==> src/rtl/ppu_text.sv <==
// ppu_text: attribute text-mode renderer.
// Fetches one text row (character + attribute bytes) from video RAM into a
// line buffer during horizontal blanking. It then renders each pixel from a
// registered font ROM lookup, using per-cell foreground/background colours and
// a blinking cursor.
// Ports:
//   clk, rst               pixel clock, synchronous active-high reset
//   sx, sy, line, frame, de  display timing inputs (coordinates are signed)
//   vid_rd, vid_address, vid_data  video RAM read port (data one cycle after strobe)
//   font_addr, font_data   font ROM port (data one cycle after address)
//   cursor_en/col/row      cursor control
//   paint_r/g/b, de_out    pixel colour and aligned display enable (latency 2)
//   busy, underrun         row fetch in progress, sticky late-fetch flag
module ppu_text #(
  parameter int CORDW        = 12,
  parameter int H_RES        = 1024,
  parameter int V_RES        = 600,
  parameter int CHANW        = 4,
  parameter int SCALE        = 2,
  parameter int ADDRW        = 15,
  parameter int CHAR_BASE    = 'h1000,
  parameter int ATTR_BASE    = 'h1800,
  parameter int BLINK_FRAMES = 30
) (
  input  logic             clk,
  input  logic             rst,
  input  logic [CORDW-1:0] sx,
  input  logic [CORDW-1:0] sy,
  input  logic             line,
  input  logic             frame,
  input  logic             de,
  output logic             vid_rd,
  output logic [ADDRW-1:0] vid_address,
  input  logic [7:0]       vid_data,
  output logic [10:0]      font_addr,
  input  logic [7:0]       font_data,
  input  logic             cursor_en,
  input  logic [6:0]       cursor_col,
  input  logic [5:0]       cursor_row,
  output logic [CHANW-1:0] paint_r,
  output logic [CHANW-1:0] paint_g,
  output logic [CHANW-1:0] paint_b,
  output logic             de_out,
  output logic             busy,
  output logic             underrun
);
  localparam int COLS  = H_RES / (8 * SCALE);
  localparam int ROWS  = V_RES / (8 * SCALE);
  localparam int SHIFT = $clog2(SCALE);
  localparam int CIW   = $clog2(COLS);
  localparam int FIW   = CIW + 1;
  localparam int BW    = $clog2(BLINK_FRAMES + 1);

  localparam logic [CORDW-1:0] COLS_C = CORDW'(COLS);
  localparam logic [CORDW-1:0] ROWS_C = CORDW'(ROWS);
  localparam logic [FIW-1:0]   COLS_F = FIW'(COLS);
  localparam logic [FIW-1:0]   LAST_F = FIW'(2 * COLS - 1);
  localparam logic [ADDRW-1:0] COLS_A = ADDRW'(COLS);

  typedef enum logic [1:0] {S_IDLE, S_FETCH, S_DRAIN} state_t;

  state_t           r_state;
  logic             r_busy, r_valid, r_vid_rd;
  logic [ADDRW-1:0] r_vid_addr, r_base;
  logic [FIW-1:0]   r_fidx, r_wr_idx;
  logic             r_wr_en;
  logic [7:0]       r_char_buf [COLS];
  logic [7:0]       r_attr_buf [COLS];
  logic [BW-1:0]    r_blink_cnt;
  logic             r_phase, r_de_d, r_underrun;
  logic             r1_de, r1_vis, r1_cur;
  logic [2:0]       r1_xoff;
  logic [7:0]       r1_attr;
  logic [CHANW-1:0] r_paint_r, r_paint_g, r_paint_b;
  logic             r_de_out;

  // Coordinates are treated as unsigned bit patterns. A negative value then
  // maps to a huge row/column, so it falls outside the text area without any
  // extra sign checks.
  logic [CORDW-1:0] w_sx_s, w_sy_s, w_col, w_tr;
  logic [2:0]       w_xoff, w_yoff;
  logic [CIW-1:0]   w_cidx;
  logic [ADDRW-1:0] w_row_base;
  logic             w_vis, w_cur;
  logic [3:0]       w_fg, w_bg, w_ci;
  logic             w_pix;

  assign w_sx_s     = sx >> SHIFT;
  assign w_sy_s     = sy >> SHIFT;
  assign w_col      = w_sx_s >> 3;
  assign w_tr       = w_sy_s >> 3;
  assign w_xoff     = w_sx_s[2:0];
  assign w_yoff     = w_sy_s[2:0];
  assign w_cidx     = w_col[CIW-1:0];
  assign w_row_base = ADDRW'(w_tr) * COLS_A;

  function automatic logic [ADDRW-1:0] f_addr(input logic [ADDRW-1:0] base,
                                              input logic [FIW-1:0]   k);
    if (k < COLS_F) f_addr = ADDRW'(CHAR_BASE) + base + ADDRW'(k);
    else            f_addr = ADDRW'(ATTR_BASE) + base + ADDRW'(k - COLS_F);
  endfunction

  function automatic logic [CHANW-1:0] f_chan(input logic en, input logic inten);
    if (!en)       f_chan = '0;
    else if (inten) f_chan = '1;
    else           f_chan = {1'b0, {(CHANW-1){1'b1}}};
  endfunction

  // Row fetch FSM. The test tr < ROWS also implies 0 <= sy < V_RES.
  always_ff @(posedge clk) begin
    if (rst) begin
      r_state    <= S_IDLE;
      r_busy     <= 1'b0;
      r_valid    <= 1'b0;
      r_vid_rd   <= 1'b0;
      r_vid_addr <= '0;
      r_base     <= '0;
      r_fidx     <= '0;
      r_wr_en    <= 1'b0;
      r_wr_idx   <= '0;
    end else begin
      r_wr_en  <= r_vid_rd;
      r_wr_idx <= r_fidx;
      case (r_state)
        S_IDLE: begin
          if (line) begin
            if (w_yoff == 3'd0 && w_tr < ROWS_C) begin
              r_state    <= S_FETCH;
              r_busy     <= 1'b1;
              r_valid    <= 1'b0;
              r_vid_rd   <= 1'b1;
              r_fidx     <= '0;
              r_base     <= w_row_base;
              r_vid_addr <= f_addr(w_row_base, FIW'(0));
            end else if (w_tr >= ROWS_C) begin
              r_valid <= 1'b0;
            end
          end
        end
        S_FETCH: begin
          if (r_fidx == LAST_F) begin
            r_vid_rd <= 1'b0;
            r_state  <= S_DRAIN;
          end else begin
            r_fidx     <= r_fidx + 1'b1;
            r_vid_addr <= f_addr(r_base, r_fidx + 1'b1);
          end
        end
        S_DRAIN: begin
          r_state <= S_IDLE;
          r_busy  <= 1'b0;
          r_valid <= 1'b1;
        end
        default: r_state <= S_IDLE;
      endcase
    end
  end

  // Line buffer: each returned byte lands in its slot one cycle after its strobe.
  always_ff @(posedge clk) begin
    if (r_wr_en) begin
      if (r_wr_idx < COLS_F) r_char_buf[r_wr_idx[CIW-1:0]]      <= vid_data;
      else                   r_attr_buf[CIW'(r_wr_idx - COLS_F)] <= vid_data;
    end
  end

  // Cursor blink phase and underrun flag.
  always_ff @(posedge clk) begin
    if (rst) begin
      r_blink_cnt <= '0;
      r_phase     <= 1'b0;
      r_de_d      <= 1'b0;
      r_underrun  <= 1'b0;
    end else begin
      r_de_d <= de;
      if (frame) begin
        if (r_blink_cnt == BW'(BLINK_FRAMES - 1)) begin
          r_blink_cnt <= '0;
          r_phase     <= ~r_phase;
        end else begin
          r_blink_cnt <= r_blink_cnt + 1'b1;
        end
      end
      if (frame)                      r_underrun <= 1'b0;
      else if (de && !r_de_d && r_busy) r_underrun <= 1'b1;
    end
  end

  // Stage 1: the font address comes straight from the buffer, so the font
  // ROM's registered output lines up with stage 2.
  assign font_addr = {r_char_buf[w_cidx], w_yoff};
  assign w_vis     = r_valid && (w_tr < ROWS_C) && (w_col < COLS_C);
  assign w_cur     = cursor_en && r_phase && (w_col == CORDW'(cursor_col)) &&
                     (w_tr == CORDW'(cursor_row));

  // Stage 2: glyph bit select and colour expansion.
  assign w_fg  = r1_cur ? r1_attr[3:0] : r1_attr[7:4];
  assign w_bg  = r1_cur ? r1_attr[7:4] : r1_attr[3:0];
  assign w_pix = font_data[3'd7 - r1_xoff];
  assign w_ci  = w_pix ? w_fg : w_bg;

  always_ff @(posedge clk) begin
    if (rst) begin
      r1_de     <= 1'b0;
      r1_vis    <= 1'b0;
      r1_cur    <= 1'b0;
      r1_xoff   <= '0;
      r1_attr   <= '0;
      r_de_out  <= 1'b0;
      r_paint_r <= '0;
      r_paint_g <= '0;
      r_paint_b <= '0;
    end else begin
      r1_de    <= de;
      r1_vis   <= w_vis;
      r1_cur   <= w_cur;
      r1_xoff  <= w_xoff;
      r1_attr  <= r_attr_buf[w_cidx];
      r_de_out <= r1_de;
      if (r1_de && r1_vis) begin
        r_paint_r <= f_chan(w_ci[2], w_ci[3]);
        r_paint_g <= f_chan(w_ci[1], w_ci[3]);
        r_paint_b <= f_chan(w_ci[0], w_ci[3]);
      end else begin
        r_paint_r <= '0;
        r_paint_g <= '0;
        r_paint_b <= '0;
      end
    end
  end

  assign vid_rd      = r_vid_rd;
  assign vid_address = r_vid_addr;
  assign busy        = r_busy;
  assign underrun    = r_underrun;
  assign de_out      = r_de_out;
  assign paint_r     = r_paint_r;
  assign paint_g     = r_paint_g;
  assign paint_b     = r_paint_b;
endmodule

==> config.mk <==
export PLATFORM = sky130hd
export DESIGN_NAME = ppu_text
export DESIGN_NICKNAME = d
export VERILOG_FILES = /design/src/rtl/ppu_text.sv
export SDC_FILE = /design/constraint.sdc
export NUM_CORES = 1
export LEC_CHECK = 0
export CELL_PAD_IN_SITES_DETAIL_PLACEMENT = 1
export CELL_PAD_IN_SITES_GLOBAL_PLACEMENT = 1
export CORE_MARGIN = 2
export CORE_UTILIZATION = 49
export CTS_CLUSTER_SIZE = 24
export DETAILED_ROUTE_END_ITERATION = 12
export GPL_ROUTABILITY_DRIVEN = 1
export MAX_ROUTING_LAYER = met4
export PLACE_DENSITY = 0.74
export RECOVER_POWER = 25
export SLEW_MARGIN = 10
export SYNTH_ARGS = -nofsm -noshare
export SYNTH_HDL_FRONTEND = slang
export SYNTH_SLANG_ARGS = --single-unit
==> constraint.sdc <==
create_clock -name clk -period 3.22 [get_ports clk]
set_input_delay 0.966 -clock clk [delete_from_list [all_inputs] [get_ports clk]]
set_output_delay 0.966 -clock clk [all_outputs]
set_load 0.01 [all_outputs]
# ---- After elaboration in Yosys (flattened, before gate mapping)
# Memories as Yosys holds them, arrays and structs flattened. A register that Yosys moved wholly into a read port is not among the register bits.
# Index checks and enable logic that the tools add are counted.
dict set report word_totals {
  reg_bits 69
  mem_count 2
  rom_bits 0
  latchBits 0
  ram_bits 1024
}
# memory words width rd rd_ports_with_merged_regs write_ports line_no
set mem_list {}
lappend mem_list {r_attr_buf 64 8 1 1 1 68} ;# logic [7:0] r_attr_buf [COLS];
lappend mem_list {r_char_buf 64 8 1 0 1 67} ;# logic [7:0] r_char_buf [COLS];
dict set report op_classes {
  n_mux 35
  reduce_logical 25
  mul 0
  shifts 0
  div 0
  n_lt_le_gt_ge 6
  bitwise 5
  eq_ne 11
  addsub 10
}
# operator n
set op_table {}
lappend op_table {{two-way mux 15 bit} 4}
lappend op_table {{adder 13 x 14 -> 15 bit, first input constant} 3}
lappend op_table {{case mux 15 bit (2 select lines)} 1}
lappend op_table {{two-way mux 7 bit} 3}
lappend op_table {{two-way mux 4 bit} 4}
lappend op_table {{adder 15 bit} 1}
lappend op_table {{adder 15 x 7 -> 15 bit} 1}
lappend op_table {{less-than comparator 7 bit, second input constant} 2}
lappend op_table {{case mux 7 bit (2 select lines)} 1}
lappend op_table {{two-way mux 1 bit} 13}
lappend op_table {{AND reduction 3 bit} 4}
lappend op_table {{logical AND 1 bit} 9}
lappend op_table {{OR reduction 3 bit} 3}
lappend op_table {{== test 8 x 6 -> 1 bit} 1}
lappend op_table {{== test 8 x 7 -> 1 bit} 1}
lappend op_table {{greater-or-equal comparator 8 x 6 -> 1 bit, second input constant} 1}
lappend op_table {{less-than comparator 8 x 6 -> 1 bit, second input constant} 1}
lappend op_table {{less-than comparator 8 x 7 -> 1 bit, second input constant} 1}
lappend op_table {{!= test 2 bit, second input constant} 4}
lappend op_table {{AND reduction 4 bit} 2}
lappend op_table {{subtractor 7 x 7 -> 8 bit, second input constant} 1}
lappend op_table {{adder 7 x 1 -> 7 bit, second input constant} 1}
lappend op_table {{== test 7 bit, second input constant} 1}
lappend op_table {{two-way mux 2 bit} 3}
lappend op_table {{other kinds (19)} 26}

# ---- Longest topological paths before layout
# Gate-level depths: netlist (run 1).
dict set report depth {
  word_depth 6
  mapped_depth 15
}

# ---- Worst setup path after synthesis (run 1)
# OpenSTA, ideal clock, no wires.
dict set report synth_path {
  path_kind {input to output}
  from {input sx[4]}
  to {output font_addr[5]}
  setup_slack_ps -240
  path_stages 7
  arrival_ps 2494
  n_path_buf 4
  cell_sequence {buf_4 buf_6 buf_4 buf_4 mux4_2 o22ai_1 o21ai_0}
}
dict set report synth_between {
  elab_chain_len 1
}
# element line_no
set synth_rtl {}
lappend synth_rtl {{start, declared} 27} ;# input logic [CORDW-1:0] sx,
lappend synth_rtl {{memory read (64 x 8 bit)} -}
lappend synth_rtl {{end, declared} 35} ;# output logic [10:0] font_addr,
# Every way passes these cells.

# ---- Final worst setup path (run 1)
dict set report layout_path {
  from {input sx[4]}
  to {output font_addr[6]}
}
# The elaborated chain is that of the path after synthesis.

==> results.cfg, run 1 <==
[outcome]
status = finished, violations left
violations = max-capacitance violations, max-slew violations, negative setup slack

[detailed_routing]
drt_iter0_drc = 3142
route.detailed.drc = 0
vias = 24600
wl_per_cell_um = 32.2
drtAntennaViolNets = 0
viasPerCell = 6.29
routed_wl_mm = 126
firstDrtPassIters = 5

[final_layout]
stdcell_count = 3916
layout-drive-gt1-share_pct = 32.2
fin_area_um2 = 51800
area_growth_syn_to_layout_pct = 20.7
layout.nets = 2744

[setup_path]
cp_data_arrival_time_ns = 2.94
setup.worst_path.start = sx[4]
worst-path-buf-inv = 6
max_stage_delay_ns = 0.50
crit_top_cell = buf_12
crit_family = buffers and inverters
crit_type = in -> out
regToRegSetupSlack_ns = 0.13
reg2reg_to = vid_address[11]
cp.depth = 10
ff2ff_path_depth = 14
cp_cell_sequence = buf_16 -> buf_12 -> buf_12 -> buf_6 -> mux4_2 -> a22o_1 -> a221oi_2 -> buf_4 -> o221ai_2 -> buf_2
cp_max_fo = 5
critPathRequiredTime_ns = 2.25
start_kind = primary input
slowest_stage = mux4_2
critPathCapture = font_addr[6]
end_kind = output pin
r2r-start = vid_address[0]

[placement]
place_ws_ns = -1.14
dp_hpwl_mm = 78.0
placed_cells = 3677
place_congestion = 0.907
place_area_um2 = 47300
portBuffers = 98

[cts]
cts_buffers = 109
cts_root_buf = clkbuf_16
clk_latency_ns = 0.71
cts_tree = done
htree_levels = 3
clk_pin_slew_ns = 0.07
clkSinkCount = 1089
cts_buffer_depth = 3

[global_routing]
grt_usage_pct = 29.3
antenna_found_initial = 2
grt_pass1_wl_mm = 185
grt_overflow = 0
grt_max_degree = 129
grt_pass1_vias = 26300

[sta]
fmax_mhz = 256
rsz0062_at_grt = yes
setup_slack_ns = -0.691
whs_ns = 0.465
hold_violations = 0
fin_crit_ns = 3.91
worstMarginPinSlew_ns = 2.86
maxSlewHeadroom_pct = -91.0
fin_crit_sh_pct = 121
drv_slew = 524
clock_skew_ns = 0.0382
setup_viol = 8

[logic_synthesis]
synth-seq-area-share_pct = 74.7
yosysWarnings = 0
synthArstFlopShare_pct = 0
synthCells = 2235
syn_nets = 2311
yosys.cell_types.count = 73
synth-edff-count = 1024
ys.flop_type = edfxtp_1
ys_ff_latch = 1089
synth_area_leaders = edfxtp_1 (72%), mux4_2 (13%), dfxtp_1 (3.0%), nor2_1 (1.7%), o22ai_1 (0.71%)
synth_top_area_share_pct = 71.7
synth_top_area_cell = edfxtp_1
synth_area_per_cell_um2 = 19.2
synthesis.area_um2 = 42900

[floorplanning]
rows = 108
dieWidth_um = 300
core_um2 = 86800
dieHeight_um = 300
die-area_um2 = 90000
io_pins = 101
start_util_pct = 49.5

[flow_run]
cap_violations = 7

[pwr]
power_leakage_nw = 16.9
p_total_mw = 30.4
power_density_nw_per_um2 = 587
irDropWorstVdd_mv = 0.575

[worst_hold_path]
hp-start = r1_de
hold_path.class = reg -> reg
[sequential cells by signal (all words and copies together), names as in the netlist, 2 cells and up]
name	flops
r1_xoff	3
paint_g	2
paint_r	2
r1_attr	8
vid_address	15
r_char_buf	512
r_attr_buf	512
paint_b	2
r_blink_cnt	5
r_base	8
r_state	2
r_wr_idx	7
[cells in the mapped netlist (19+ instances only)]
master / instances
o22ai_1: 49
mux4_2: 246
dfxtp_1: 65
o21ai_0: 36
nor3_1: 25
clkbuf_1: 58
buf_4: 36
mux2i_1: 24
nand2b_1: 19
nor2_1: 193
nand2_1: 64
a21oi_1: 37
nor2b_1: 36
buf_2: 27
edfxtp_1: 1024
[worst min-delay path by stage]
stage               endpoint  slack [ns]  cells past startpoint
floorplan             de_out        0.42                      2
global route          de_out        0.49                      2
global placement      de_out        0.44                      2
detailed placement    de_out        0.46                      2
finish                de_out        0.46                      2
CTS                   de_out        0.46                      2
[stage by stage]
| stage | util [%] | setup TNS, ns |
|---|---|---|
| finish | 59.7 | -4.90 |
| global route | 59.7 | -6.07 |
| CTS | 59.5 | -4.80 |
| detailed placement | 54.6 | -13.61 |
| global placement | 54.6 | -12.66 |
| floorplan | - | -0.430 |
[routing by layer]
layer	wire length, um	GRT usage [%]	up-vias
met3	9240	4.90	267
met2	62000	46.3	1315
met1	50200	38.8	13100
met4	4590	10.6	0
li1	-	-	9962
met5	0	-	-
[final cells by class]
type                    instances  area, um2
fillers                      7569      35000
flip-flops and latches       1089      32100
multi-input cells             993      10500
repair buffers                456       4100
clock buffers                 141       2940
well taps                    1155       1450
clock inverters                61        716
inverters                      19       73.8
diodes                          2       5.00
[worst min-delay path: cells and delay by family (launching register included)]
kind | cells | cell delay [ns]
and+or+nand+nor | 1 | 0.06
buffers and inverters | 1 | 0.07
DFF | 1 | 0.30
[where the power goes]
| group | leakage (nW) | internal [mW] | switching (mW) |
|---|---|---|---|
| sequential | 9.73 | 15.5 | 0.0162 |
| combinational | 5.43 | 0.754 | 1.03 |
| clock | 1.78 | 7.51 | 5.58 |
[cell families (layout without fill, tap and decap cells)]
kind of cell | after synthesis | in the layout | share of synthesized area, %
other cells | 0 | 2 | 0
simple gates | 420 | 420 | 4.61
mux | 282 | 282 | 13.8
compound gates | 244 | 244 | 3.97
xor+xnor | 30 | 30 | 0.612
fa+ha+maj | 17 | 17 | 0.513
buf+inv | 153 | 677 | 1.83
flops | 1089 | 1089 | 74.7
[what timing repair did]
action | in CTS | in global routing
endpoints found under the setup margin | 10 | 16
pin swaps | 25 | 29
setup buffers | 28 | 8
gates cloned | 3 | 0
gates resized for setup | 107 | 38
hold buffers | 0 | 0
[layout by cell type (no fill, tap or decap), drive strengths merged, types with 13 or more instances in the layout]
cell type,synthesis,layout
nor2b,36,36
xnor2,18,18
a21oi,37,37
clkinv,0,38
dfxtp,65,65
nand2b,19,19
mux2i,24,24
nor3,25,25
inv,19,23
a22oi,16,16
nand3,15,15
buf,76,367
mux4,246,246
o21ai,38,38
o221ai,14,14
o22ai,49,49
clkdlybuf4s50,0,76
bufinv,0,13
ha,16,16
clkbuf,58,153
nor2,193,193
edfxtp,1024,1024
nand2,64,64
No activity file was read; power rests on OpenSTA's default activity.
==> run 2, diff against run 1 <==
Settings changed: CAP_MARGIN set to 0, SKIP_LAST_GASP set to 1.
==> run 2 against run 1 <==
  * Clock-buffer cell count is the same
  * Flip-flop and latch count is the same
  * Via count shrank 0.38%
  * Largest power group unchanged
  * The run still ends with max-capacitance violations, max-slew violations, negative setup slack left
  * Critical path depth is the same
==> results.cfg, run 2 (synthesis gave the netlist of run 1 again) <==
[outcome]
status = finished, violations left
violations = max-capacitance violations, max-slew violations, negative setup slack

[sta]
whs_ns = 0.465
setup-tns-final_ns = -4.77
fmax_mhz = 257
rsz0062_at_grt = yes
drv_slew = 468
maxSlewHeadroom_pct = -91.7
hold_violations = 0
worstMarginPinSlew_ns = 2.88
setup_viol = 8
clock_skew_ns = 0.0424
fin_crit_ns = 3.89
fin_crit_sh_pct = 121
setup_slack_ns = -0.671

[setup_path]
cp_data_arrival_time_ns = 2.93
crit_type = in -> out
critPathRequiredTime_ns = 2.25
end_kind = output pin
start_kind = primary input
cp_max_fo = 5

[detailed_routing]
viasPerCell = 6.27
drt_iter0_drc = 3010
drtAntennaViolNets = 0
wl_per_cell_um = 31.9
routed_wl_mm = 125
firstDrtPassIters = 5
route.detailed.drc = 0
vias = 24500

[floorplanning]
io_pins = 101
start_util_pct = 49.5
dieWidth_um = 300
core_um2 = 86800
die-area_um2 = 90000
rows = 108
dieHeight_um = 300

[final_layout]
area_growth_syn_to_layout_pct = 20.6
fillers = 7578
layout-drive-gt1-share_pct = 32.1
mostFrequentLayoutCell = edfxtp_1
layout.nets = 2742
final_cell_mix = edfxtp_1 (1024), buf_4 (311), mux4_2 (246)
stdcell_count = 3916
regArea_um2 = 32100
multi_input_area_um2 = 10500

[flow_run]
cap_violations = 6

[pwr]
p_total_mw = 30.3
irDropWorstVdd_mv = 0.574
power_leakage_nw = 16.9
power_density_nw_per_um2 = 586

[placement]
placed_cells = 3677
place_congestion = 0.907
dp_hpwl_mm = 78.0
portBuffers = 98

[worst_hold_path]
hold_path.class = reg -> reg

[global_routing]
grt_pass1_wl_mm = 184
grt_pass1_vias = 26300
grt_max_degree = 129
antenna_found_initial = 5
grt_usage_pct = 29.2
grt_overflow = 0

[cts]
clkSinkCount = 1089
clk_pin_slew_ns = 0.07
cts_tree = done
clk_latency_ns = 0.71
cts_buffers = 109
cts_buffer_depth = 3
htree_levels = 3
cts_hold_buffers = 0
cts_root_buf = clkbuf_16
run 2: cell types whose count changed in the layout (fill, tap and decap cells not counted), sizes merged:
cell / before / now
diode: 2 / 4
buf: 367 / 365
run 2: layer usage:
layer  vias to the layer above  share of wire [%]  track usage (%)
li1                       9954                  -                -
met1                     13000                 40             38.5
met2                      1309                 49             45.9
met3                       263                7.8             5.00
met4                         0                3.6             10.9
met5                         -                  0                -
run 2: layout make-up:
cell class              instances  area share, %
flip-flops and latches       1089           61.9
diodes                          4         0.0193
clock buffers                 141           5.68
inverters                      19          0.143
well taps                    1155           2.79
multi-input cells             993           20.2
repair buffers                454           7.85
clock inverters                61           1.38
run 2: power by group:
part	switching (mW)	total, mW	internal (mW)
Clock	5.53	13.0	7.51
Sequential	0.0162	15.5	15.5
Combinational	1.03	1.78	0.749
Total	6.58	30.3	23.8
run 2: repair_timing:
action | in CTS | in global routing
pin swaps | 24 | 27
gates cloned | 3 | 0
setup buffers | 28 | 8
gates resized for setup | 105 | 40
endpoints found under the setup margin | 10 | 16
run 2: worst paths after layout:
kind	start	endpoint	slack, ns	depth (start not counted)
hold / removal	r1_de	de_out	0.47	2
hold reg to reg	r1_de	de_out	0.47	2
setup reg to reg	vid_address[0]	vid_address[11]	0.14	14
setup / recovery	sx[4]	font_addr[9]	-0.67	10
run 2: per-stage QoR:
| stage | worst slack (ns) | util, % | cell area (um2) |
|---|---|---|---|
| final | -0.671 | 59.7 | 51800 |
| after global routing | -0.736 | 59.7 | 51800 |
| after CTS | -0.679 | 59.5 | 51600 |
| after detailed placement | -1.14 | 54.6 | 47300 |
| after global placement | -1.04 | 54.6 | 47300 |
| after floorplan | -0.0633 | - | 43200 |
run 2: worst max-delay path, stage by stage:
cell and delay, ns:
buf_16 0.12, buf_12 0.16, buf_12 0.12, buf_8 0.10, mux4_2 0.53, a22o_1 0.25, a221oi_2 0.20, buf_4 0.19
o221ai_2 0.11, buf_2 0.16
